===== config.mk =====
export PLATFORM = sky130hd
export DESIGN_NAME = serial_subtractor
export DESIGN_NICKNAME = d
export VERILOG_FILES = /design/src/rtl/serial_sub_pkg.sv /design/src/rtl/fullsubstractor.sv /design/src/rtl/serial_subtractor.sv
export SDC_FILE = /design/constraint.sdc
export NUM_CORES = 1
export LEC_CHECK = 0
export BUFFER_PORTS_ARGS = -buffer_cell sky130_fd_sc_hd__buf_2
export CAP_MARGIN = 10
export CELL_PAD_IN_SITES_DETAIL_PLACEMENT = 1
export CELL_PAD_IN_SITES_GLOBAL_PLACEMENT = 1
export CORE_MARGIN = 1.5
export CORE_UTILIZATION = 40
export DETAILED_ROUTE_END_ITERATION = 12
export PLACE_DENSITY = 0.85
export SETUP_SLACK_MARGIN = 0.4
export SLEW_MARGIN = 40
export SYNTH_ARGS = -nofsm -noshare
export SYNTH_HDL_FRONTEND = slang
export SYNTH_SLANG_ARGS = --single-unit

===== constraint.sdc =====
create_clock -name clk -period 1.5 [get_ports clk]
set_clock_uncertainty 0.15 [all_clocks]
set_input_delay 0.15 -clock clk [delete_from_list [all_inputs] [get_ports clk]]
set_output_delay 0.15 -clock clk [all_outputs]
set_load 0.02 [all_outputs]

===== src/rtl/serial_sub_pkg.sv =====
`default_nettype none
// ============================================================================
// Module      : serial_sub_pkg
// Description : Shared definitions for the bit-serial subtractor. Holds the
//               FSM state encodings used by serial_subtractor.
// Revision    : 1.0 - initial release
// ============================================================================
package serial_sub_pkg;

  localparam int          C_STATE_W = 2;

  localparam logic [1:0]  C_IDLE    = 2'd0;
  localparam logic [1:0]  C_SHIFT   = 2'd1;
  localparam logic [1:0]  C_DONE    = 2'd2;

endpackage
`default_nettype wire


===== src/rtl/fullsubstractor.sv =====
`default_nettype none
// ============================================================================
// Module      : fullsubstractor
// Description : Combinational 1-bit full subtractor: d = a - b - bin.
//   i_a    : minuend bit
//   i_b    : subtrahend bit
//   i_bin  : borrow in
//   o_d    : difference bit
//   o_bout : borrow out
// Revision    : 1.0 - initial release
// ============================================================================
module fullsubstractor (
  input  logic i_a,
  input  logic i_b,
  input  logic i_bin,
  output logic o_d,
  output logic o_bout
);

  logic w_ab_eq;

  assign w_ab_eq = ~(i_a ^ i_b);
  assign o_d     = i_a ^ i_b ^ i_bin;
  // Borrow when a=0,b=1, or when the operand bits cancel and a borrow arrives.
  assign o_bout  = (~i_a & i_b) | (w_ab_eq & i_bin);

endmodule
`default_nettype wire


===== src/rtl/serial_subtractor.sv =====
`default_nettype none
// ============================================================================
// Module      : serial_subtractor
// Description : Bit-serial unsigned subtractor, diff = a - b mod 2^WIDTH,
//               LSB first, one bit per clock. A result takes WIDTH+2 cycles
//               from accepted start to the next possible start.
//   clk        : system clock, rising edge
//   rst_n      : asynchronous active-low reset
//   start      : request, accepted only in IDLE
//   a, b       : operands, captured on an accepted start
//   busy       : high while bits are being processed
//   done       : one-cycle pulse, diff/borrow_out valid
//   diff       : result, held in IDLE until the next accepted start
//   borrow_out : final borrow, high when a < b
// Revision    : 1.0 - initial release
// ============================================================================
module serial_subtractor
  import serial_sub_pkg::*;
#(
  parameter int WIDTH = 8
) (
  input  logic             clk,
  input  logic             rst_n,
  input  logic             start,
  input  logic [WIDTH-1:0] a,
  input  logic [WIDTH-1:0] b,
  output logic             busy,
  output logic             done,
  output logic [WIDTH-1:0] diff,
  output logic             borrow_out
);

  localparam int            C_CW   = $clog2(WIDTH + 1);
  // Count value seen on the WIDTH-th shift edge; the counter itself ends at
  // WIDTH so it never wraps inside an operation.
  localparam logic [C_CW-1:0] C_LAST = C_CW'(WIDTH - 1);

  logic [C_STATE_W-1:0] r_state;
  logic [WIDTH-1:0]     r_a_sh;
  logic [WIDTH-1:0]     r_b_sh;
  logic [WIDTH-1:0]     r_diff;
  logic                 r_borrow;
  logic [C_CW-1:0]      r_cnt;

  logic                 w_d;
  logic                 w_bout;

  fullsubstractor u_cell (
    .i_a    (r_a_sh[0]),
    .i_b    (r_b_sh[0]),
    .i_bin  (r_borrow),
    .o_d    (w_d),
    .o_bout (w_bout)
  );

  always_ff @(posedge clk or negedge rst_n) begin
    if (!rst_n) begin
      r_state  <= C_IDLE;
      r_a_sh   <= '0;
      r_b_sh   <= '0;
      r_diff   <= '0;
      r_borrow <= 1'b0;
      r_cnt    <= '0;
    end else begin
      case (r_state)
        C_IDLE: begin
          if (start) begin
            r_a_sh   <= a;
            r_b_sh   <= b;
            r_borrow <= 1'b0;
            r_cnt    <= '0;
            r_state  <= C_SHIFT;
          end
        end
        C_SHIFT: begin
          // Difference bits enter at the MSB so that after WIDTH shifts the
          // first (LSB) result bit has reached bit 0.
          r_a_sh   <= r_a_sh >> 1;
          r_b_sh   <= r_b_sh >> 1;
          r_diff   <= {w_d, r_diff[WIDTH-1:1]};
          r_borrow <= w_bout;
          r_cnt    <= r_cnt + C_CW'(1);
          if (r_cnt == C_LAST) begin
            r_state <= C_DONE;
          end
        end
        C_DONE: begin
          r_state <= C_IDLE;
        end
        default: begin
          r_state <= C_IDLE;
        end
      endcase
    end
  end

  assign busy       = (r_state == C_SHIFT);
  assign done       = (r_state == C_DONE);
  assign diff       = r_diff;
  assign borrow_out = r_borrow;

endmodule
`default_nettype wire


==> parameters.txt, run 1 <==
Parameter                              Value

Synth
  Number of synthesis warnings    0
  Number of unique standard cell types used by synthesis    23
  Syn Area/Cell    10.14 um2
  Synthesized-area fraction occupied by xor and xnor cells    0%
  Syn_nets    151
  Post-synthesis cell count    130
  Cell area after synthesis    1319 um2
  Area share of fa/ha/maj cells after synthesis    2.467%
  Largest cells by area after synthesis    dfrtp_1 (59%), nand2_1 (11%), a22oi_1 (8.5%)
  Library cell with the largest summed area after synthesis    dfrtp_1
  Combinational family with the most area after synthesis    compound AO/OA/AOI/OAI gates
  Complex-gate fraction of the synthesized area    19.73%
  Multiplexer fraction of the synthesized cell area    0.8539%
  Post-Synth Simple-Gate Area    14.61%
  Yosys reg bits    31
  Share of the yosys chip area belonging to registers    58.82%
  Proportion of netlist area held by the largest area contributor    58.82%

STA
  Worst-path endpoint category    sequential cell input
  Worst endpoint after global-route timing repair    r_a_sh[3]$_DFFE_PN0P_/D

Clocking
  Number of buffers on the longest clock path    2
  Cts bufs inserted    5
  Maximum level of the CTS H-tree    2
  Root buffer cell    clkbuf_4
  CTS sink count    31

Floorplanning
  Vert. Die Dim    60.42 um
  Die width    60.42 um
  Cell row count    20
  Effective utilization at floorplan    42.50%
  Ports    30

Placed design
  Placer Congestion    0.7685
  Count of port buffers added during placement    29
  Total half-perimeter wirelength after legalization and detailed placement    2216 um
  Post-place setup slack    0.1163 ns
  Cell area reported after detailed placement    1607 um2

Run status
  Error that stopped the run    [ERROR DPL-0033] detailed placement checks failed during check placement.
  Failed at    5_1_grt
  Status    stopped before the end

GRT
  Largest net degree at the start of global routing    17
  Antenna violations before repair    0
[what timing repair did]
action | in CTS
gates resized for setup | 37
endpoints found under the hold margin | 47
endpoints found under the setup margin | 41
gates cloned | 1
pin swaps | 6
setup buffers | 21
hold buffers | 17
[through the flow]
step / instances / util (%)
global placement: 201 / 51.77
floorplan: 130 / -
CTS: 248 / 69.23
detailed placement: 201 / 51.77
[synth_stat cells]
library cell / n
o31ai_1: 1
clkbuf_1: 1
fa_1: 1
buf_2: 7
a21oi_1: 1
and2b_1: 1
nor2_1: 2
nand3_1: 1
a22oi_1: 15
nand2_1: 38
inv_2: 1
a22o_1: 5
o21bai_2: 1
dfrtp_1: 31
nor2b_1: 2
nor3_1: 1
mux2_2: 1
ha_1: 1
inv_1: 1
o21ai_1: 5
nand2b_1: 1
and2_1: 1
o21ai_0: 11
[cells by family after synthesis]
family,after synthesis
mux,1
fa+ha+maj,2
compound gates,39
flops,31
simple gates,47
buf+inv,10
==> inputs of run 2 (changes only) <==
Settings changed: CELL_PAD_IN_SITES_DETAIL_PLACEMENT 1 to unset, CELL_PAD_IN_SITES_GLOBAL_PLACEMENT 1 to unset, CORE_UTILIZATION 40 to 25, PLACE_DENSITY 0.85 to unset, PLACE_DENSITY_LB_ADDON set to 0.15, SETUP_SLACK_MARGIN 0.4 to unset.
==> run 2 against run 1 <==
Against the previous run:
- the flow now finishes without violations
- area after synthesis did not move
- synthesized cell count did not move
==> parameters.txt, run 2 <==
Parameter                              Value

Cells and area
  Net count, final    193
  Fraction of final layout cells with drive strength greater than 1    27.91%
  Commonest non-fill, non-tap cell in the layout    nand2_1
  Antenna Diode Count    0
  Layout area overhead    33.40%
  Most used cells in the layout excluding fill and tap cells    nand2_1 (38), dfrtp_1 (31), buf_2 (28)
  Final cell count without fillers    242
  Fraction of the core area covered by cells at the end of the flow    34.44%

STA
  Share of the clock period used by the worst path    96.44%
  Final count of negative-setup-slack endpoints    0
  Slew Viols, Final    0
  Worst relative slew slack    73.21%
  PnR worst setup slack    0.05342 ns
  Clock period minus worst slack    1.447 ns
  Highest achievable clock rate    691.3 MHz
  Transition time at the pin with the least slew margin    0.4019 ns
  Number of hold-slack violations in the final timing report    0
  Worst Hold Slack    0.01362 ns

Job
  Number of maximum-capacitance violations    0

Routing
  Total via count in the routed design    1,082
  Drt wl/cell    11.68 um
  Count of antenna-violating nets left after detailed routing    0
  Number of vias per cell after detailed routing    4.471
  Length of the first detailed-routing pass in iterations    5
  Drt drc    0
  Initial detailed-routing violation count    45
  WL final    2827 um

Clocking
  Cts bufs inserted    5 (unchanged)
  Maximum level of the CTS H-tree    2 (unchanged)
  CTS sink count    31 (unchanged)
  Clk_lat worst skew    0.28 ns
  Root buffer cell    clkbuf_8 (was clkbuf_4)
  Number of buffers on the longest clock path    2 (unchanged)
  Clock tree from TritonCTS    built
  Clock slew seen by the registers of the worst setup and hold paths    0.06 ns

Synth
  Yosys reg bits    31 (unchanged)
  Async SR Flop Fraction    100.0% (unchanged)
  Syn_nets    151 (unchanged)
  Library cell with the largest summed area after synthesis    dfrtp_1 (unchanged)
  EDFF count, synth    0 (unchanged)
  Cell area after synthesis    1319 um2 (unchanged)
  Leading register cell type out of synthesis    dfrtp_1 (unchanged)
  Largest cells by area after synthesis    dfrtp_1 (59%), nand2_1 (11%), a22oi_1 (8.5%) (unchanged)
  Most frequent cell after synthesis    nand2_1 (unchanged)
  Proportion of netlist area held by the largest area contributor    58.82% (unchanged)
  Syn Area/Cell    10.14 um2 (unchanged)
  Most instantiated cells after synthesis    nand2_1 (38), dfrtp_1 (31), a22oi_1 (15) (unchanged)
  Share of the yosys chip area belonging to registers    58.82% (unchanged)
  Number of unique standard cell types used by synthesis    23 (unchanged)
  Number of synthesis warnings    0 (unchanged)
  Post-synthesis cell count    130 (unchanged)

Critical path
  Highest cell delay on the worst timing path    0.42 ns
  Worst path top cell family by delay    flip-flops
  Cell type of the slowest stage on the worst timing path    dfrtp_1
  Cell chain of the critical path    buf_6, nor2b_1, buf_4
  Crit path DAT    1.15 ns
  WP data required    1.20 ns
  Kind of critical path    flop to output pin
  CP bufs+invs    2
  Critical path startpoint category    flop
  Max Fanout on Critical Path    18
  Type of destination of the critical path    output pin

GRT
  Vias in the first global route    1,083
  Grt total ovfl    0
  Largest net degree at the start of global routing    19
  Total Routing Usage GR    11.82%
  First-pass GRT wire length    4905 um
  Antenna violations before repair    0

Run status
  Status    finished, final reports clean (was stopped before the end)

Placed design
  Cell count after placement    228 (was 201)
  Count of port buffers added during placement    29 (unchanged)
  Total half-perimeter wirelength after legalization and detailed placement    1994 um (was 2216 um)
  Placer Congestion    0.7152 (was 0.7685)
  Post-place setup slack    0.1010 ns (was 0.1163 ns)

Floorplanning
  Die outline area    5720 um2
  Vert. Die Dim    75.63 um (was 60.42 um)
  Effective utilization at floorplan    25.82% (was 42.50%)
  Cell row count    26 (was 20)
  Area inside the core boundary    5107 um2
  Die width    75.63 um (was 60.42 um)
  Ports    30 (unchanged)

Pwr
  IR drop worst, VDD    598.9 uV
  Ratio of total power to cell area    2046 nW/um2
  Leakage power total    0.8357 nW

Min path
  Type of the tightest min-delay check    primary input to flop
run 2: cell counts after synthesis:
Identical to the previous run, type by type.
run 2: layer usage:
metal | up-vias | track usage (%) | wire length (um)
met4 | 0 | 5.357 | 54
li1 | 530 | - | -
met2 | 35 | 19.59 | 1307
met1 | 510 | 13.65 | 1287
met3 | 7 | 4.365 | 177
met5 | - | 0 | 0
run 2: cell type report:
cell class                 count  area (um2)
clock buffer                   6       82.58
clock inverter                 1       5.005
fill                         556        3348
inverter                       2       10.01
multi-input combinational     89       498.0
sequential                    31       775.7
tap                           70       87.58
timing repair buffer          43       300.3
run 2: path summary, 6_finish.rpt:
kind	start	end	slack, ns	depth (start not counted)
setup / recovery	r_state[0]	done	0.05	3
hold / removal	a[4]	r_a_sh[4]	0.01	3
setup reg to reg	r_state[1]	r_a_sh[7]	0.14	3
hold reg to reg	diff[0]	diff[0]	0.32	2
max in group asynchronous	rst_n	diff[7]	0.60	3
min in group asynchronous	rst_n	diff[1]	0.18	2
run 2: power by group:
group / total [mW] / internal [mW] / leakage [nW] / switching [mW]
registers: 1.43 / 1.19 / 0.399 / 0.237
logic: 1.52 / 0.657 / 0.390 / 0.861
clock network: 0.652 / 0.359 / 0.0470 / 0.293
run 2: cell families after synthesis:
family | count (synthesis) | synth area share (%)
simple gates | 47 | 14.61
buf+inv | 10 | 3.509
flops | 31 | 58.82
mux | 1 | 0.8538
fa+ha+maj | 2 | 2.467
compound gates | 39 | 19.73
run 2: repair_timing:
action	4_1_cts	5_1_grt
hold buffers	6	0
resized for setup	1	4
endpoints found under the hold margin	36	0
endpoints found under the setup margin	1	3
buffers inserted	1	0
run 2: through the flow:
step                power (mW)  instance area, um2  TNS (ns)
detailed placement       2.936                1590         0
global route             3.928                1759  -0.02711
global placement         2.867                1590         0
finish                   3.600                1759         0
CTS                      3.651                1748         0
floorplan                2.425                1319         0
run 2: worst min-delay path, cell delays in order:
cell,delay [ns]
buf_2,0.08
a22oi_1,0.05
o21ai_0,0.13
No activity file was read; power rests on OpenSTA's default activity.
==> inputs of run 3 (changes only) <==
Settings changed: GPL_TIMING_DRIVEN set to 0.
==> run 3 against run 2 <==
Against the previous run:
- count of clock-buffer cells in the layout is the same
- critical endpoint unchanged
- critical path type unchanged
- largest power group unchanged
- routed wire length up 13%
- sequential power hardly changed
- highest routed layer unchanged
- design area increased by 1.8%
- clock power is 7.8% lower
- register-to-register slack lost 0.08 ns
- hold slack worse by 0.0038 ns
==> parameters.txt, run 3 (same netlist as run 2, synthesis figures left out) <==
Parameter                              Value

STA
  Worst Hold Slack    0.009795 ns (was 0.01362 ns)
  Transition time at the pin with the least slew margin    0.7245 ns (was 0.4019 ns)
  Worst relative slew slack    51.70% (was 73.21%)
  PnR worst setup slack    0.03293 ns (was 0.05342 ns)
  Slew Viols, Final    0 (unchanged)
  Highest achievable clock rate    681.6 MHz (was 691.3 MHz)
  Final count of negative-setup-slack endpoints    0 (unchanged)
  Clock period minus worst slack    1.467 ns (was 1.447 ns)
  Number of hold-slack violations in the final timing report    0 (unchanged)
  Share of the clock period used by the worst path    97.80% (was 96.44%)
  RSZ-0062 raised after global routing    true

Clocking
  Number of buffers on the longest clock path    2 (unchanged)
  CTS sink count    31 (unchanged)
  Root buffer cell    clkbuf_8 (unchanged)
  Clock tree from TritonCTS    built (unchanged)
  Maximum level of the CTS H-tree    2 (unchanged)
  Clk_lat worst skew    0.28 ns (about the same)
  Cts bufs inserted    5 (unchanged)
  Clock slew seen by the registers of the worst setup and hold paths    0.06 ns (about the same)

Floorplanning
  Effective utilization at floorplan    25.82% (unchanged)
  Vert. Die Dim    75.63 um (unchanged)
  Ports    30 (unchanged)
  Die outline area    5720 um2 (unchanged)
  Area inside the core boundary    5107 um2 (unchanged)
  Die width    75.63 um (unchanged)
  Cell row count    26 (unchanged)

GRT
  Total Routing Usage GR    13.15% (was 11.82%)
  First-pass GRT wire length    5444 um (was 4905 um)
  Grt total ovfl    0 (unchanged)
  Vias in the first global route    1,174 (was 1,083)
  Largest net degree at the start of global routing    32 (was 19)
  Antenna violations before repair    0 (unchanged)

Cells and area
  Antenna Diode Count    0 (unchanged)
  Commonest non-fill, non-tap cell in the layout    nand2_1 (unchanged)
  Most used cells in the layout excluding fill and tap cells    nand2_1 (38), dfrtp_1 (31), buf_2 (29) (was nand2_1 (38), dfrtp_1 (31), buf_2 (28))
  Fillers    554 (was 556)
  Fraction of final layout cells with drive strength greater than 1    31.28% (was 27.91%)
  Final Instance Area    1792 um2 (was 1759 um2)
  Layout area overhead    35.86% (was 33.40%)
  Net count, final    201 (was 193)

Min path
  Type of the tightest min-delay check    primary input to flop (unchanged)
  Worst Hold Depth    3 (unchanged)

Placed design
  Count of port buffers added during placement    29 (unchanged)
  Cell area reported after detailed placement    1551 um2 (was 1590 um2)
  Total half-perimeter wirelength after legalization and detailed placement    2065 um (was 1994 um)
  Placer Congestion    0.6993 (was 0.7152)
  Post-place setup slack    0.03197 ns (was 0.1010 ns)

Critical path
  Max Fanout on Critical Path    4 (was 18)
  Critical path startpoint category    flop (unchanged)
  WP data required    1.20 ns (about the same)
  Crit path DAT    1.17 ns (was 1.15 ns)
  Length in cells of the worst reg-to-reg path    6 (was 3)
  Type of destination of the critical path    output pin (unchanged)
  Kind of critical path    flop to output pin (unchanged)

Pwr
  Leakage power total    0.8566 nW (was 0.8357 nW)
  PnR Total Power    3.784 mW (was 3.600 mW)
  IR drop worst, VDD    590.0 uV (was 598.9 uV)
  Ratio of total power to cell area    2112 nW/um2 (was 2046 nW/um2)

Routing
  Length of the first detailed-routing pass in iterations    4 (was 5)
  Initial detailed-routing violation count    49 (was 45)
  Drt wl/cell    12.79 um (was 11.68 um)
  WL final    3185 um (was 2827 um)
  Total via count in the routed design    1,116 (was 1,082)
  Number of vias per cell after detailed routing    4.482 (was 4.471)
  Count of antenna-violating nets left after detailed routing    0 (unchanged)
  Drt drc    0 (unchanged)

Job
  Number of maximum-capacitance violations    0 (unchanged)

Run status
  Status    finished, final reports clean (unchanged)
## run 3: metal layers
metal	global-route usage, %	up-vias	routed length [um]
met3	4.762	5	133
met2	22.61	27	1556
li1	-	548	-
met5	0	-	0
met4	4.762	0	43
met1	15.06	536	1452
## run 3: worst paths after layout
check                            from         to  slack, ns
setup / recovery           r_state[0]       done       0.03
setup reg to reg           r_state[0]  r_b_sh[4]       0.06
hold / removal                   a[0]  r_a_sh[0]       0.01
max in group asynchronous       rst_n  r_b_sh[1]       0.42
min in group asynchronous       rst_n    diff[4]       0.32
hold reg to reg               diff[0]    diff[0]       0.33
## run 3: per-stage QoR
step / util, % / std cells / TNS, ns
after CTS: 34.57 / 248 / -0.003523
after global placement: 30.38 / 229 / 0
after floorplan: - / 130 / 0
after detailed placement: 30.38 / 229 / 0
final: 35.08 / 249 / 0
after global routing: 35.08 / 249 / -0.06534
## run 3: layout make-up
type                            instances  area [um2]  area share, %
Timing Repair Buffer                   43       271.5          15.15
Buffer                                  8       66.31          3.701
Inverter                                2       10.01         0.5587
Sequential cell                        31       775.7          43.30
Tap cell                               70       87.58          4.888
Multi-Input combinational cell         89       508.0          28.35
Clock buffer                            6       72.57          4.050
## run 3: critical path, stage by stage, from the launching register on
cell and delay, ns:
dfrtp_1 0.40, buf_6 0.14, buf_8 0.12, nor2b_2 0.11, buf_6 0.12
## run 3: report_power, final
group | switching, mW | internal, mW | leakage, nW
sequential | 0.229 | 1.19 | 0.399
combinational | 0.950 | 0.810 | 0.420
clock | 0.292 | 0.309 | 0.0371
total | 1.47 | 2.31 | 0.857
## run 3: repair_timing
action	4_1_cts	5_1_grt
endpoints found under the hold margin	35	0
gates resized for setup	10	10
hold buffers	5	0
setup endpoints to repair	2	15
buffers inserted	8	1
